<file path="src/rtl/uart_rx_core_if.sv">
// Consumer-side bundle of the UART receive core: received byte, status flags and read-clear.
interface uart_rx_core_if;
  logic [7:0] rx_data;
  logic       rx_rdy;
  logic       overrun;
  logic       frame_err;
  logic       busy;
  logic       rx_clr;

  modport master (
    output rx_data, rx_rdy, overrun, frame_err, busy,
    input  rx_clr
  );

  modport slave (
    input  rx_data, rx_rdy, overrun, frame_err, busy,
    output rx_clr
  );
endinterface

</file>
<file path="src/rtl/uart_rx_core.sv">
// UART 8N1 receiver: 16x oversampling, mid-bit sampling, one-entry byte buffer with
// ready/overrun/framing-error status and a break-hold state for a line stuck low.
module uart_rx_core #(
  parameter int unsigned DIV_00 = 651,
  parameter int unsigned DIV_01 = 326,
  parameter int unsigned DIV_10 = 163,
  parameter int unsigned DIV_11 = 81
) (
  input  logic             clk,
  input  logic             rst,
  input  logic             rxd,
  input  logic [1:0]       br_cfg,
  uart_rx_core_if.master   rx
);

  localparam int unsigned DIV_A   = (DIV_00 > DIV_01) ? DIV_00 : DIV_01;
  localparam int unsigned DIV_B   = (DIV_10 > DIV_11) ? DIV_10 : DIV_11;
  localparam int unsigned DIV_MAX = (DIV_A > DIV_B) ? DIV_A : DIV_B;
  localparam int unsigned CNT_W   = (DIV_MAX > 2) ? $clog2(DIV_MAX) : 1;
  localparam int unsigned SAMP_W  = 4;
  localparam int unsigned IDX_W   = 3;

  typedef enum logic [2:0] {IDLE, START, DATA, STOP, BRK} state_t;

  state_t              state;
  state_t              state_nxt;
  logic                sync1;
  logic                rs;
  logic [CNT_W-1:0]    cnt;
  logic [CNT_W-1:0]    div_q;
  logic [CNT_W-1:0]    div_sel;
  logic [SAMP_W-1:0]   samp;
  logic [IDX_W-1:0]    idx;
  logic [7:0]          shift;
  logic                tick;
  logic                start_frame;
  logic                start_ok;
  logic                sample_bit;
  logic                done;
  logic                ferr_set;

  // Baud divisor selection; only captured when a frame begins.
  always_comb begin
    div_sel = CNT_W'(DIV_00);
    case (br_cfg)
      2'b00:   div_sel = CNT_W'(DIV_00);
      2'b01:   div_sel = CNT_W'(DIV_01);
      2'b10:   div_sel = CNT_W'(DIV_10);
      default: div_sel = CNT_W'(DIV_11);
    endcase
  end

  assign tick = (state != IDLE) && (cnt == (div_q - CNT_W'(1)));

  always_ff @(posedge clk) begin
    if (rst) begin
      sync1 <= 1'b1;
      rs    <= 1'b1;
    end else begin
      sync1 <= rxd;
      rs    <= sync1;
    end
  end

  always_ff @(posedge clk) begin
    if (rst) state <= IDLE;
    else     state <= state_nxt;
  end

  always_comb begin
    state_nxt   = state;
    start_frame = 1'b0;
    start_ok    = 1'b0;
    sample_bit  = 1'b0;
    done        = 1'b0;
    ferr_set    = 1'b0;
    case (state)
      IDLE: begin
        if (!rs) begin
          state_nxt   = START;
          start_frame = 1'b1;
        end
      end
      START: begin
        // Mid start bit: a high line here means the falling edge was a glitch.
        if (tick && samp == SAMP_W'(7)) begin
          if (rs) begin
            state_nxt = IDLE;
          end else begin
            state_nxt = DATA;
            start_ok  = 1'b1;
          end
        end
      end
      DATA: begin
        if (tick && samp == SAMP_W'(15)) begin
          sample_bit = 1'b1;
          if (idx == IDX_W'(7)) state_nxt = STOP;
        end
      end
      STOP: begin
        if (tick && samp == SAMP_W'(15)) begin
          if (rs) begin
            done      = 1'b1;
            state_nxt = IDLE;
          end else begin
            ferr_set  = 1'b1;
            state_nxt = BRK;
          end
        end
      end
      BRK: begin
        if (rs) state_nxt = IDLE;
      end
      default: state_nxt = IDLE;
    endcase
  end

  always_ff @(posedge clk) begin
    if (rst) begin
      cnt   <= '0;
      div_q <= CNT_W'(DIV_00);
      samp  <= '0;
      idx   <= '0;
      shift <= '0;
    end else begin
      if (start_frame) begin
        cnt   <= '0;
        samp  <= '0;
        div_q <= div_sel;
      end else if (state != IDLE) begin
        cnt <= tick ? '0 : cnt + CNT_W'(1);
        if (tick) samp <= start_ok ? '0 : samp + SAMP_W'(1);
      end
      if (start_ok) idx <= '0;
      if (sample_bit) begin
        shift[idx] <= rs;
        idx        <= idx + IDX_W'(1);
      end
    end
  end

  // Byte buffer and status; a completing byte takes priority over a same-cycle clear.
  always_ff @(posedge clk) begin
    if (rst) begin
      rx.rx_data   <= 8'h00;
      rx.rx_rdy    <= 1'b0;
      rx.overrun   <= 1'b0;
      rx.frame_err <= 1'b0;
      rx.busy      <= 1'b0;
    end else begin
      rx.busy <= (state_nxt != IDLE);
      if (done) begin
        rx.rx_data <= shift;
        rx.rx_rdy  <= 1'b1;
        rx.overrun <= rx.rx_clr ? 1'b0 : rx.rx_rdy;
        if (rx.rx_clr) rx.frame_err <= 1'b0;
      end else if (ferr_set) begin
        rx.frame_err <= 1'b1;
        if (rx.rx_clr) begin
          rx.rx_rdy  <= 1'b0;
          rx.overrun <= 1'b0;
        end
      end else if (rx.rx_clr) begin
        rx.rx_rdy    <= 1'b0;
        rx.overrun   <= 1'b0;
        rx.frame_err <= 1'b0;
      end
    end
  end

endmodule

</file>
<file path="src/flat_wrapper.sv">
// flat-port wrapper written by rule: the top's interface ports become plain ports
module uart_rx_core_flat 
#(
  parameter int unsigned DIV_00 = 651,
  parameter int unsigned DIV_01 = 326,
  parameter int unsigned DIV_10 = 163,
  parameter int unsigned DIV_11 = 81
)
  (clk, rst, rxd, br_cfg, rx_rx_data, rx_rx_rdy, rx_overrun, rx_frame_err, rx_busy, rx_rx_clr);
  uart_rx_core_if rx_i ();
  input  logic clk;
  input  logic rst;
  input  logic rxd;
  input  logic [1:0] br_cfg;
  output wire logic [$bits(rx_i.rx_data)-1:0] rx_rx_data;
  output wire logic [$bits(rx_i.rx_rdy)-1:0] rx_rx_rdy;
  output wire logic [$bits(rx_i.overrun)-1:0] rx_overrun;
  output wire logic [$bits(rx_i.frame_err)-1:0] rx_frame_err;
  output wire logic [$bits(rx_i.busy)-1:0] rx_busy;
  input wire logic [$bits(rx_i.rx_clr)-1:0] rx_rx_clr;
  assign rx_rx_data = rx_i.rx_data;
  assign rx_rx_rdy = rx_i.rx_rdy;
  assign rx_overrun = rx_i.overrun;
  assign rx_frame_err = rx_i.frame_err;
  assign rx_busy = rx_i.busy;
  assign rx_i.rx_clr = rx_rx_clr;
  uart_rx_core #(.DIV_00(DIV_00), .DIV_01(DIV_01), .DIV_10(DIV_10), .DIV_11(DIV_11)) u_core (.clk(clk), .rst(rst), .rxd(rxd), .br_cfg(br_cfg), .rx(rx_i));
endmodule
</file>
<file path="config.mk">
export PLATFORM = sky130hd
export DESIGN_NAME = uart_rx_core_flat
export DESIGN_NICKNAME = d
export VERILOG_FILES = /design/src/rtl/uart_rx_core_if.sv /design/src/rtl/uart_rx_core.sv /design/src/flat_wrapper.sv
export SDC_FILE = /design/constraint.sdc
export NUM_CORES = 1
export LEC_CHECK = 0
export BUFFER_PORTS_ARGS = -buffer_cell sky130_fd_sc_hd__buf_2
export CORE_ASPECT_RATIO = 2
export CORE_MARGIN = 5
export CORE_UTILIZATION = 51
export DETAILED_ROUTE_END_ITERATION = 8
export GPL_ROUTABILITY_DRIVEN = 0
export PLACE_DENSITY = 0.74
export SYNTH_ARGS = -nofsm -noshare
export SYNTH_HDL_FRONTEND = slang
export SYNTH_SLANG_ARGS = --single-unit
</file>
<file path="constraint.sdc">
create_clock -name clk -period 3.58 [get_ports clk]
set_input_delay 0.716 -clock clk [delete_from_list [all_inputs] [get_ports clk]]
set_output_delay 0.716 -clock clk [all_outputs]
set_load 0.05 [all_outputs]
</file>
==> flow_results.xml, run 1 <==
<?xml version="1.0" encoding="UTF-8"?>
<metrics>
  <group name="synthesis">
    <metric name="synth_commonest_cells" unit="">dfxtp_1, nor2_1, nand2_1</metric>
    <metric name="yosys-top-cells-area" unit="">dfxtp_1, mux2i_1, nor2_1</metric>
    <metric name="synth-warning-count" unit="">0</metric>
    <metric name="count_of_cell_types_in_the_netlist" unit="">47</metric>
    <metric name="synthFlopType" unit="">dfxtp_1</metric>
    <metric name="netlist.area_leader.share" unit="">0.4008</metric>
    <metric name="synth_largest_area_cell" unit="">dfxtp_1</metric>
    <metric name="synth-async-reset-ratio" unit="">0</metric>
    <metric name="syn_nets" unit="">297</metric>
    <metric name="ys_seq_elements" unit="">50</metric>
    <metric name="synth_edf_count" unit="">0</metric>
    <metric name="yosys.cell_count.top_type" unit="">dfxtp_1</metric>
    <metric name="synthesis.area_per_instance" unit="µm²">8.732</metric>
    <metric name="number_of_standard_cells_after_synthesis" unit="">286</metric>
    <metric name="share_of_synthesized_area_occupied_by_flip_flops_and_latches" unit="">0.4008</metric>
    <metric name="mappedNetlistArea" unit="mm²">0.002497</metric>
  </group>
  <group name="clocking">
    <metric name="clkTransAtPathRegs" unit="ns">0.09</metric>
    <metric name="cts_setup_buffers" unit="">0</metric>
    <metric name="cts-buffers-inserted" unit="">5</metric>
    <metric name="postCtsResizedCells" unit="">0</metric>
    <metric name="maximum_buffer_depth_of_the_clock_tree" unit="">2</metric>
    <metric name="numClockSinks" unit="">50</metric>
    <metric name="tritoncts_clock_tree" unit="">yes</metric>
    <metric name="buffer_cell_driving_the_clock_tree_root" unit="">clkbuf_8</metric>
    <metric name="cts-hold-fix-buffers" unit="">0</metric>
    <metric name="clk-insertion-delay-late" unit="ns">0.30</metric>
    <metric name="cts.htree.levels" unit="">2</metric>
  </group>
  <group name="timing">
    <metric name="final_hold_viol_count" unit="">0</metric>
    <metric name="timing.clock.skew" unit="ns">0.007883</metric>
    <metric name="slew-limit-headroom" unit="">0.5218</metric>
    <metric name="setup_viol" unit="">0</metric>
    <metric name="layout_min_cycle_time" unit="ns">2.982</metric>
    <metric name="max_clock_freq" unit="GHz">0.3353</metric>
    <metric name="final_critical_path_setup_slack" unit="ns">0.5979</metric>
    <metric name="setup_total_negative_slack" unit="ns">0</metric>
    <metric name="rsz0062_at_grt" unit="">no</metric>
    <metric name="finalMaxSlewViolations" unit="">0</metric>
    <metric name="timing.final.crit_share" unit="">0.8330</metric>
    <metric name="worst_slew_pin_slew" unit="ns">0.7172</metric>
  </group>
  <group name="hold_path">
    <metric name="min-delay-path-class" unit="">reg2reg</metric>
    <metric name="hold_depth" unit="">1</metric>
  </group>
  <group name="setup_path">
    <metric name="crit_path_start_kind" unit="">flop</metric>
    <metric name="crit_path_end_kind" unit="">flop</metric>
    <metric name="crit_arrival" unit="ns">3.21</metric>
    <metric name="critical_path.max_fanout" unit="">14</metric>
    <metric name="max_stage_delay" unit="ns">0.72</metric>
    <metric name="crit_slowest_cell" unit="">a2111oi_4</metric>
    <metric name="critical_path_cell_count" unit="">9</metric>
    <metric name="worstPathRequired" unit="ns">3.81</metric>
    <metric name="worst_r2r_path_depth" unit="">9</metric>
    <metric name="setup.worst_path.class" unit="">reg2reg</metric>
    <metric name="crit_family" unit="">compound AO/OA/AOI/OAI gates</metric>
    <metric name="cp_num_buf_inv" unit="">1</metric>
    <metric name="crit_path_cell_trace" unit="">inv_1 &gt; ha_1 &gt; nand2b_1 &gt; or2_0 &gt; a311o_1 &gt; a2111oi_4 &gt; nand4_4 &gt; nor4b_2 &gt; mux2i_1</metric>
  </group>
  <group name="job">
    <metric name="max_cap_violations" unit="">0</metric>
  </group>
  <group name="layout">
    <metric name="final_net_count" unit="">307</metric>
    <metric name="area_growth_syn_to_layout" unit="%">8.417</metric>
    <metric name="final_cell_count_no_fill" unit="">354</metric>
    <metric name="insertedDiodeCount" unit="">0</metric>
    <metric name="layout-drive-gt1-share" unit="">0.1414</metric>
    <metric name="utilization" unit="">0.5618</metric>
  </group>
  <group name="placed_design">
    <metric name="detailedPlacementHpwl" unit="µm">3791</metric>
    <metric name="numPortBuffers" unit="">17</metric>
    <metric name="place_ws" unit="ns">0.6426</metric>
    <metric name="dpl.cell_count" unit="">346</metric>
  </group>
  <group name="route">
    <metric name="route.vias.total" unit="">1979</metric>
    <metric name="detail_route.wirelength" unit="µm">5090</metric>
    <metric name="detail_route.iter0.violations" unit="">79</metric>
    <metric name="detail_route.drc_violations" unit="">0</metric>
    <metric name="viasPerCell" unit="">5.590</metric>
    <metric name="post_drt_wl_per_cell" unit="µm">14.38</metric>
    <metric name="initial_drt_pass_iterations" unit="">4</metric>
    <metric name="route.antenna.remaining_nets" unit="">0</metric>
  </group>
  <group name="floorplan">
    <metric name="initial_core_util" unit="">0.5182</metric>
    <metric name="core_area" unit="mm²">0.004820</metric>
    <metric name="rows" unit="">36</metric>
    <metric name="fp.dieH" unit="µm">109.0</metric>
    <metric name="die_width" unit="µm">59.48</metric>
    <metric name="design.die.area" unit="mm²">0.006481</metric>
    <metric name="design.portCount" unit="">18</metric>
  </group>
  <group name="global_route">
    <metric name="globalRouteTotalUtil" unit="">0.1735</metric>
    <metric name="grt_first_pass_wirelength" unit="µm">8714</metric>
    <metric name="grt_pass1_vias" unit="">1961</metric>
    <metric name="number_of_antenna_violations_at_the_first_check_in_global_routing" unit="">0</metric>
    <metric name="gr-total-overflow" unit="">0</metric>
    <metric name="grt_start_max_net_pins" unit="">38</metric>
  </group>
  <group name="pwr">
    <metric name="leakage" unit="nW">1.091</metric>
    <metric name="power.share.combinational" unit="">0.048</metric>
    <metric name="p_int" unit="mW">0.7867</metric>
    <metric name="clkPwrFrac" unit="">0.389</metric>
    <metric name="p_switching" unit="mW">0.2230</metric>
    <metric name="power.density_cell_area" unit="mW/mm²">372.9</metric>
    <metric name="p_seq_frac" unit="">0.563</metric>
    <metric name="power.share.switching" unit="">0.2208</metric>
    <metric name="max-vdd-ir-drop" unit="mV">0.3488</metric>
  </group>
  <group name="run_status">
    <metric name="status" unit="">complete, no violations</metric>
  </group>
</metrics>
==> routing by layer <==
metal  vias to the layer above  part of all wire  GRT usage
met4                         0             0.029    0.07618
met3                        13             0.018    0.02014
li1                        991                 -          -
met2                        34              0.58     0.3388
met1                       941              0.37     0.1717
met5                         -                 0          0
==> cell usage in the layout, fill, tap and decap left out, types with 5 or more instances in the layout <==
cell / Yosys / final
buf_2: 2 / 17
nand2b_1: 17 / 17
inv_1: 7 / 7
nand4_1: 10 / 10
nand3_1: 11 / 11
nand2_1: 22 / 22
ha_1: 5 / 5
dfxtp_1: 50 / 50
xor2_1: 11 / 11
clkbuf_8: 0 / 5
xnor2_1: 11 / 11
a21oi_1: 15 / 15
nor3_1: 8 / 8
nor2_1: 35 / 35
mux2i_1: 17 / 17
==> area by class of cell <==
cell class                 count  area, µm²
clock buffer                   5      68.82
clock inverter                 3      45.04
fill                         446       2112
inverter                       8      30.03
multi-input combinational    213       1399
sequential                    50       1001
tap                           57      71.32
timing repair buffer          18      92.59
==> cell families (layout without fill, tap and decap cells) <==
| logic type | after synthesis | in the layout | synth area share |
|---|---|---|---|
| DFF | 50 | 50 | 0.4008 |
| buffers and inverters | 23 | 34 | 0.03908 |
| AOI/OAI and AO/OA | 29 | 29 | 0.08017 |
| xor gates and xnor gates | 22 | 22 | 0.07715 |
| and+or+nand+nor | 140 | 140 | 0.3096 |
| muxes | 17 | 17 | 0.06813 |
| adders and majority gates | 5 | 5 | 0.02505 |
==> stage by stage <==
step | power, mW | area, µm² | hold slack (ns)
2_1_floorplan | 0.6167 | 2497 | 0.3895
3_3_place_gp | 0.6298 | 2594 | 0.3922
3_5_place_dp | 0.6303 | 2594 | 0.3938
4_1_cts | 1.019 | 2708 | 0.4150
5_1_grt | 1.050 | 2708 | 0.4460
6_report | 1.010 | 2708 | 0.4131
==> sequential cells by signal, indices dropped and copies added, names as in the netlist, 3 cells and up <==
register           count
u_core.div_q           8
u_core.state           3
u_core.idx             3
u_core.rx.rx_data      8
u_core.cnt            10
u_core.shift           8
u_core.samp            4
==> power groups by stage <==
stage | Clock (mW) | Combinational, mW | Sequential (mW)
after floorplan | 0 | 0.0352 | 0.582
after global placement | 0 | 0.0480 | 0.582
after detailed placement | 0 | 0.0483 | 0.582
after CTS | 0.402 | 0.0484 | 0.569
after global routing | 0.426 | 0.0541 | 0.570
final | 0.393 | 0.0481 | 0.569
==> final timing paths <==
check             slack, ns            start         endpoint
setup reg to reg       0.60  u_core.div_q[0]  u_core.shift[4]
hold reg to reg        0.41     u_core.sync1        u_core.rs
hold / removal         0.41     u_core.sync1        u_core.rs
setup / recovery       0.60  u_core.div_q[0]  u_core.shift[4]
No activity file was read; power rests on OpenSTA's default activity.
==> run 2, diff against run 1 <==
--- a/config.mk
+++ b/config.mk
@@ -11,7 +11,7 @@
 export CORE_UTILIZATION = 51
 export DETAILED_ROUTE_END_ITERATION = 8
 export GPL_ROUTABILITY_DRIVEN = 0
-export PLACE_DENSITY = 0.74
+export PLACE_DENSITY = 0.77
 export SYNTH_ARGS = -nofsm -noshare
 export SYNTH_HDL_FRONTEND = slang
 export SYNTH_SLANG_ARGS = --single-unit
==> constraint.sdc (replaced) <==
create_clock -name clk -period 2.6 [get_ports clk]
set_input_delay 0.52 -clock clk [delete_from_list [all_inputs] [get_ports clk]]
set_output_delay 0.52 -clock clk [all_outputs]
set_load 0.05 [all_outputs]
==> flow_results.xml, run 2 (same netlist as run 1, synthesis figures left out) <==
<?xml version="1.0" encoding="UTF-8"?>
<metrics>
  <group name="placed_design">
    <metric name="dpl-instance-area" unit="mm²">0.002684</metric>
    <metric name="place_ws" unit="ns">-0.03846</metric>
    <metric name="detailedPlacementHpwl" unit="µm">4200</metric>
    <metric name="numPortBuffers" unit="">17</metric>
  </group>
  <group name="pwr">
    <metric name="leakage" unit="nW">1.178</metric>
    <metric name="clkPwrFrac" unit="">0.352</metric>
    <metric name="power.share.switching" unit="">0.2334</metric>
    <metric name="max-vdd-ir-drop" unit="mV">0.4064</metric>
    <metric name="p_seq_frac" unit="">0.589</metric>
    <metric name="power.share.combinational" unit="">0.058</metric>
    <metric name="power.density_cell_area" unit="mW/mm²">456.5</metric>
    <metric name="p_switching" unit="mW">0.3099</metric>
    <metric name="p_int" unit="mW">1.017</metric>
  </group>
  <group name="layout">
    <metric name="final_design_area_no_fill" unit="mm²">0.002908</metric>
    <metric name="layout-drive-gt1-share" unit="">0.2222</metric>
    <metric name="final_net_count" unit="">325</metric>
    <metric name="final_cell_mix" unit="">dfxtp_1, nor2_1, nand2_1</metric>
    <metric name="layout_commonest_cell" unit="">dfxtp_1</metric>
    <metric name="largest-register" unit="">u_core.cnt</metric>
    <metric name="area_growth_syn_to_layout" unit="%">16.43</metric>
    <metric name="largest_reg_flops" unit="">10</metric>
    <metric name="num-fill-cells" unit="">394</metric>
    <metric name="insertedDiodeCount" unit="">0</metric>
  </group>
  <group name="route">
    <metric name="detail_route.wirelength" unit="µm">5753</metric>
    <metric name="initial_drt_pass_iterations" unit="">4</metric>
    <metric name="route.antenna.remaining_nets" unit="">0</metric>
    <metric name="route.vias.total" unit="">2130</metric>
    <metric name="detail_route.drc_violations" unit="">0</metric>
    <metric name="viasPerCell" unit="">5.726</metric>
    <metric name="post_drt_wl_per_cell" unit="µm">15.47</metric>
    <metric name="detail_route.iter0.violations" unit="">68</metric>
  </group>
  <group name="timing">
    <metric name="finalMaxSlewViolations" unit="">0</metric>
    <metric name="layout_min_cycle_time" unit="ns">2.467</metric>
    <metric name="worst_slew_pin_slew" unit="ns">0.6704</metric>
    <metric name="timing.final.crit_share" unit="">0.9487</metric>
    <metric name="max_clock_freq" unit="GHz">0.4054</metric>
    <metric name="final_critical_path_setup_slack" unit="ns">0.1334</metric>
    <metric name="rsz0062_at_grt" unit="">yes</metric>
    <metric name="timing.clock.skew" unit="ns">0.005378</metric>
    <metric name="final_hold_viol_count" unit="">0</metric>
    <metric name="slew-limit-headroom" unit="">0.5496</metric>
    <metric name="setup_viol" unit="">0</metric>
  </group>
  <group name="global_route">
    <metric name="grt_first_pass_wirelength" unit="µm">9563</metric>
    <metric name="gr-total-overflow" unit="">0</metric>
    <metric name="grt_start_max_net_pins" unit="">26</metric>
    <metric name="number_of_antenna_violations_at_the_first_check_in_global_routing" unit="">0</metric>
    <metric name="grt_pass1_vias" unit="">2159</metric>
    <metric name="globalRouteTotalUtil" unit="">0.1916</metric>
  </group>
  <group name="floorplan">
    <metric name="die_width" unit="µm">59.48</metric>
    <metric name="core_area" unit="mm²">0.004820</metric>
    <metric name="design.portCount" unit="">18</metric>
    <metric name="rows" unit="">36</metric>
    <metric name="initial_core_util" unit="">0.5182</metric>
    <metric name="fp.dieH" unit="µm">109.0</metric>
    <metric name="design.die.area" unit="mm²">0.006481</metric>
  </group>
  <group name="clocking">
    <metric name="tritoncts_clock_tree" unit="">yes</metric>
    <metric name="maximum_buffer_depth_of_the_clock_tree" unit="">2</metric>
    <metric name="clk-insertion-delay-late" unit="ns">0.30</metric>
    <metric name="numClockSinks" unit="">50</metric>
    <metric name="buffer_cell_driving_the_clock_tree_root" unit="">clkbuf_8</metric>
    <metric name="cts.htree.levels" unit="">2</metric>
    <metric name="clkTransAtPathRegs" unit="ns">0.09</metric>
    <metric name="cts-buffers-inserted" unit="">5</metric>
  </group>
  <group name="setup_path">
    <metric name="crit_arrival" unit="ns">2.66</metric>
    <metric name="critical_path.max_fanout" unit="">5</metric>
    <metric name="crit_path_end_kind" unit="">flop</metric>
    <metric name="setup.worst_path.class" unit="">reg2reg</metric>
    <metric name="crit_path_start_kind" unit="">flop</metric>
    <metric name="worstPathRequired" unit="ns">2.79</metric>
  </group>
  <group name="run_status">
    <metric name="status" unit="">complete, no violations</metric>
  </group>
  <group name="job">
    <metric name="max_cap_violations" unit="">0</metric>
  </group>
  <group name="hold_path">
    <metric name="min-delay-path-class" unit="">in2reg</metric>
  </group>
</metrics>
==> run 2: cell count changes in the layout (fill, tap and decap cells not counted), sizes merged <==
cell	delta
buf	+17
clkbuf	+1
nand4	+1
clkinv	+1
clkinvlp	-1
bufinv	-1
==> run 2: repair_timing <==
| item | in CTS | in global routing |
|---|---|---|
| resized for setup | 5 | 11 |
| cloned | 1 | 0 |
| pin swaps | 1 | 4 |
| endpoints found under the setup margin | 5 | 33 |
| setup buffers | 2 | 3 |
| hold buffers | 0 | 0 |
==> run 2: metal layers <==
metal | global-route usage | vias to the layer above | share of wire
met3 | 0.03199 | 23 | 0.018
met4 | 0.1216 | 0 | 0.047
met2 | 0.3615 | 40 | 0.59
met1 | 0.1784 | 1037 | 0.34
li1 | - | 1030 | -
met5 | 0 | - | 0
==> run 2: path summary, 6_finish.rpt <==
kind                    from                 to  slack [ns]  cells past startpoint
max          u_core.div_q[1]     u_core.rx.busy        0.13                     10
min reg2reg     u_core.sync1          u_core.rs        0.41                      1
min                rx_rx_clr  u_core.rx.overrun        0.39                      2
max reg2reg  u_core.div_q[1]     u_core.rx.busy        0.13                     10
==> run 2: power by group through the flow <==
stage               sequential [mW]  clock, mW  combinational [mW]
floorplan                     0.801          0              0.0484
global placement              0.799          0              0.0737
detailed placement            0.799          0              0.0752
CTS                           0.781      0.483              0.0759
global route                  0.784      0.507              0.0855
finish                        0.782      0.467              0.0776
==> run 2: final cells by class <==
class	instances	area (µm²)	area share
clock buffer	6	82.58	0.02840
clock inverter	2	12.51	0.004303
inverter	8	30.03	0.01033
multi-input combinational	214	1480	0.5090
sequential	50	1003	0.3451
tap	57	71.32	0.02453
timing repair buffer	35	227.7	0.07831
==> run 2: worst max-delay path, stage by stage, from the launching register on <==
cell       delay [ns]
dfxtp_2          0.34
inv_2            0.06
ha_4             0.16
nand2b_4         0.05
or2_0            0.20
a311o_1          0.35
a2111oi_4        0.31
buf_6            0.17
a21oi_2          0.05
or3_1            0.38
a211o_1          0.29
==> run 2: metrics by stage <==
step / instances / power (mW) / hold slack [ns] / TNS [ns] / util
after floorplan: 286 / 0.8492 / 0.3895 / 0 / -
after global placement: 358 / 0.8724 / 0.3936 / 0 / 0.5569
after detailed placement: 358 / 0.8745 / 0.3967 / -0.06833 / 0.5569
after CTS: 369 / 1.340 / 0.3848 / 0 / 0.5885
after global routing: 372 / 1.376 / 0.3967 / -0.02235 / 0.6033
final: 372 / 1.327 / 0.3936 / 0 / 0.6033
